--- src/rtl/pipe_stage_elastic.sv ---
// rtl/pipe_stage_elastic.sv - elastic pipeline-stage register with skid slot, flush-to-bubble and stall counter
module pipe_stage_elastic #(
    parameter int CTRL_W = 16,
    parameter int DATA_W = 128,
    parameter int SKID   = 1,
    parameter int CNT_W  = 16
) (
    input  logic              clk,
    input  logic              rst_n,
    input  logic              flush,
    input  logic              in_valid,
    output logic              in_ready,
    input  logic [CTRL_W-1:0] in_ctrl,
    input  logic [DATA_W-1:0] in_data,
    output logic              out_valid,
    input  logic              out_ready,
    output logic [CTRL_W-1:0] out_ctrl,
    output logic [DATA_W-1:0] out_data,
    output logic [CNT_W-1:0]  stall_cnt
);

    logic              main_valid;
    logic [CTRL_W-1:0] main_ctrl;
    logic [DATA_W-1:0] main_data;
    logic              skid_valid;
    logic [CTRL_W-1:0] skid_ctrl;
    logic [DATA_W-1:0] skid_data;
    logic              in_xfer;
    logic              out_xfer;

    // With a skid slot, ready is purely registered; without one it looks through to out_ready.
    assign in_ready  = (SKID != 0) ? !skid_valid : (!main_valid || out_ready);
    assign in_xfer   = in_valid && in_ready;
    assign out_xfer  = main_valid && out_ready;

    assign out_valid = main_valid;
    assign out_ctrl  = main_ctrl & {CTRL_W{main_valid}};
    assign out_data  = main_data;

    always_ff @(posedge clk or negedge rst_n) begin
        if (!rst_n) begin
            main_valid <= 1'b0;
            main_ctrl  <= '0;
            main_data  <= '0;
            skid_valid <= 1'b0;
            skid_ctrl  <= '0;
            skid_data  <= '0;
        end else if (flush) begin
            main_valid <= 1'b0;
            skid_valid <= 1'b0;
        end else if (SKID != 0) begin
            if (skid_valid) begin
                if (out_ready) begin
                    main_ctrl  <= skid_ctrl;
                    main_data  <= skid_data;
                    skid_valid <= 1'b0;
                end
            end else if (in_xfer && (!main_valid || out_ready)) begin
                main_ctrl  <= in_ctrl;
                main_data  <= in_data;
                main_valid <= 1'b1;
            end else if (in_xfer) begin
                // Main is stuck behind back-pressure: park the newer payload in the skid slot.
                skid_ctrl  <= in_ctrl;
                skid_data  <= in_data;
                skid_valid <= 1'b1;
            end else if (out_xfer) begin
                main_valid <= 1'b0;
            end
        end else begin
            if (in_xfer) begin
                main_ctrl  <= in_ctrl;
                main_data  <= in_data;
                main_valid <= 1'b1;
            end else if (out_xfer) begin
                main_valid <= 1'b0;
            end
        end
    end

    always_ff @(posedge clk or negedge rst_n) begin
        if (!rst_n) begin
            stall_cnt <= '0;
        end else if (in_valid && !in_ready && (stall_cnt != {CNT_W{1'b1}})) begin
            stall_cnt <= stall_cnt + CNT_W'(1);
        end
    end

endmodule
--- config.mk ---
export PLATFORM = sky130hd
export DESIGN_NAME = pipe_stage_elastic
export DESIGN_NICKNAME = d
export VERILOG_FILES = /design/src/rtl/pipe_stage_elastic.sv
export SDC_FILE = /design/constraint.sdc
export NUM_CORES = 1
export LEC_CHECK = 0
export CELL_PAD_IN_SITES_DETAIL_PLACEMENT = 1
export CELL_PAD_IN_SITES_GLOBAL_PLACEMENT = 1
export CORE_AREA = 2 2 242 184
export CTS_CLUSTER_DIAMETER = 100
export CTS_CLUSTER_SIZE = 40
export DETAILED_ROUTE_END_ITERATION = 8
export DIE_AREA = 0 0 244 186
export PLACE_DENSITY = 0.67
export SLEW_MARGIN = 0
export SYNTH_ARGS = -nofsm -noshare
export SYNTH_HDL_FRONTEND = slang
export SYNTH_SLANG_ARGS = --single-unit
--- constraint.sdc ---
create_clock -name clk -period 2.1 [get_ports clk]
set_input_delay 0.42 -clock clk [delete_from_list [all_inputs] [get_ports clk]]
set_output_delay 0.42 -clock clk [all_outputs]
set_load 0.01 [all_outputs]
==> metrics.md <==
| Metric | Value |
|---|---|
| Slew margin rel. | `60.3%` |
| Via density | `4.58` |
| Die W | `244 um` |
| Routed vias | `8775` |
| Synth Area in Adders | `0.0949%` |
| Synth Area in XOR/XNOR | `0.930%` |
| Arr. time, crit path | `1.61 ns` |
| Fin Setup TNS | `0 ns` |
| Crit Path Category | `reg -> out` |
| Pleak | `7.56 nW` |
| CP max stage cell | `clkdlybuf4s50_1` |
| Avg WL per Cell | `18.0 um` |
| Commonest register cell after synthesis | `dfrtp_1` |
| Mux share of post-synthesis cell area | `24.7%` |
| Placed instance area | `17100 um^2` |
| Critical Path RT | `1.68 ns` |
| Standard-cell rows | `66` |
| Fin crit share | `96.5%` |
| Syn_area_per_cell | `12.8 um^2` |
| DP HPWL | `24600 um` |
| Max stage delay on crit path | `0.58 ns` |
| CTS buffer count | `12` |
| Max rail drop VDD | `0.509 mV` |
| Routed Antenna Nets | `0` |
| Distinct cells, synth | `35` |
| RSZ-0062 raised after global routing | `no` |
| H-tree levels | `1` |
| Post-Route WL | `34400 um` |
| Layout cells sized above 1 | `16.1%` |
| Placed cell count | `1893` |
| Post-synth EDFFs | `0` |
| N_diodes | `0` |
| Clock transition at path regs | `0.15 ns` |
| Worst Path Buf+Inv | `1` |
| Family with the most delay on the worst path | `buffers and inverters` |
| Vias in the first global route | `9630` |
| Reg area | `7660 um^2` |
| Power per cell area | `826 nW/um^2` |
| Synthesis-stage register bit count | `306` |
| IO buf count | `310` |
| First-pass GRT wire length | `55000 um` |
| Sinks on the clock net | `306` |
| Worst slew pin tran | `0.595 ns` |
| Area of the multi-input gates | `5060 um^2` |
| Synthesized cell area | `13200 um^2` |
| CTS root buf | `clkbuf_16` |
| Simple-gate area share of the yosys netlist | `6.64%` |
| Status | `complete, no violations` |
| Sequential element share of the synthesized area | `58.1%` |
| Fin area | `17600 um^2` |
| Non-filler instance count after layout | `1915` |
| CP Cell Sequence | `clkdlybuf4s50_1` |
| Largest net degree at the start of global routing | `75` |
| Core area | `43000 um^2` |
| Min Tclk post-route | `2.03 ns` |
| Die ar. | `45400 um^2` |
| Area Overhead vs Synth | `33.3%` |
| Main combinational cell family by area after synthesis | `multiplexers` |
| Fillers | `4580` |
| # IOs | `311` |
| Clock skew | `0.0208 ns` |
| Clock buffer depth | `3` |
| Initial Utilization | `30.6%` |
| Final slew viol count | `0` |
| TritonCTS clock tree | `built` |
| Final hold violation count | `0` |
| DR pass1 iterations | `4` |
| # DRC | `0` |
| Area leader, netlist | `dfrtp_1` |
| Crit end category | `primary output` |
| FFs w/ async S/R, synth | `100%` |
| RD Place Congestion | `0.746` |
| Max cap viols | `0` |
| Final worst hold slack | `0.409 ns` |
| Post-Syn Nets | `1180` |
| Initial antenna violation count | `2` |
| Clock insertion delay at the later pin of the skew report | `0.53 ns` |
| Synth top area cells | `dfrtp_1 58%, mux2i_1 11%, mux2_2 8.2%` |
| Pwr Total | `14.5 mW` |
| Iteration-0 DRC Markers | `321` |
| Compound-Gate Fraction of Synth Area | `5.99%` |
| Final setup viols | `0` |
| Die height | `186 um` |
| Worst hold path class | `in -> async` |
| Yosys Warn Count | `0` |
| Post-synth top area share | `58.1%` |
| CP startpoint kind | `flop` |
| Nets | `1481` |
| Syn Inst Count | `1030` |
| Crit-path max FO | `7` |
| Fmax | `493 MHz` |
| Grt ovf | `0` |
| Overall routing resource usage | `15.1%` |
-- registers in the layout, summed over array words and instances, names as in the netlist --
signal,flops
main_ctrl,16
out_valid,1
stall_cnt,16
out_data,128
skid_data,128
skid_ctrl,16
skid_valid,1
-- power breakdown --
part,internal [mW],switching [mW],leakage [nW]
registers,7.09,0.708,3.79
logic,2.08,1.35,3.57
clock network,1.32,1.96,0.195
total,10.5,4.02,7.56
-- layout make-up --
type                       count  area share, %
clock buffer                  13           1.85
clock inverter                 7          0.577
inverter                       4         0.0855
multi-input combinational    654           28.8
sequential                   306           43.6
tap                          578           4.12
timing repair buffer         353           21.0
-- cell usage in the layout (no fill, tap or decap), types with 6 or more instances in the layout --
master	synthesis	layout
o21ai_1	116	116
xor2_1	8	8
mux2_4	49	49
dlygate4sd2_1	0	17
clkbuf_16	0	13
buf_4	3	20
nand4_1	6	6
nand2_1	153	153
and2_1	16	16
xnor2_1	6	6
clkdlybuf4s50_1	0	291
buf_12	1	21
mux2_2	96	96
o21ai_0	29	29
mux2i_1	144	144
dfrtp_1	306	304
-- metal layers --
| layer | track usage, % | part of all wire [%] | vias up |
|---|---|---|---|
| li1 | - | - | 4159 |
| met1 | 22.2 | 49 | 4414 |
| met2 | 24.0 | 45 | 173 |
| met3 | 2.54 | 3.9 | 27 |
| met4 | 2.10 | 1.2 | 2 |
| met5 | 0 | 0.038 | - |
-- worst register-to-register path, stage by stage, from the launching register on --
cell and delay [ns]:
dfrtp_1 0.47, ha_1 0.25, nand4_1 0.18, nor4_4 0.52
nor3_1 0.14, xor2_1 0.16
-- Yosys cell counts, drive strengths merged (2+ instances only) --
library cell	count
clkbuf	10
xor2	8
dfrtp	306
nor4	2
buf	56
inv	4
mux2	145
nand4	6
o21ai	145
and4	4
xnor2	6
and2	16
nor2	5
nand3	5
mux2i	144
nor3	4
nand2	153
and3	3
-- path summary, 6_finish.rpt --
path	start	cells past startpoint	slack, ns	endpoint
worst max register to register	stall_cnt[0]	5	0.26	stall_cnt[15]
max in group asynchronous	rst_n	3	1.01	skid_data[45]
worst min-delay path	rst_n	2	0.41	out_valid
worst max-delay path	stall_cnt[3]	1	0.07	stall_cnt[3]
worst min register to register	out_data[107]	2	0.50	out_data[107]
min in group clk	out_data[107]	2	0.50	out_data[107]
-- logic make-up after synthesis --
group                    count (synthesis)
AO/OA/AOI/OAI                          150
XOR/XNOR                                14
adder cells (fa/ha/maj)                  1
buffers and inverters                   70
flip-flops                             306
multiplexers                           289
AND/OR/NAND/NOR                        200
-- what timing repair did --
action | CTS | global route
setup buffers | 1 | 0
setup endpoints to repair | 18 | 2
gates cloned | 0 | 0
hold buffers | 1 | 0
hold endpoints to repair | 38 | 0
gates resized for setup | 19 | 2
-- stage by stage --
step	setup slack [ns]	util, %
final	0.0731	40.8
after global routing	0.000161	40.8
after CTS	0.00602	40.8
after detailed placement	0.0128	39.8
after global placement	0.0220	39.8
after floorplan	0.460	-
Power figures use the tool's default switching activity.
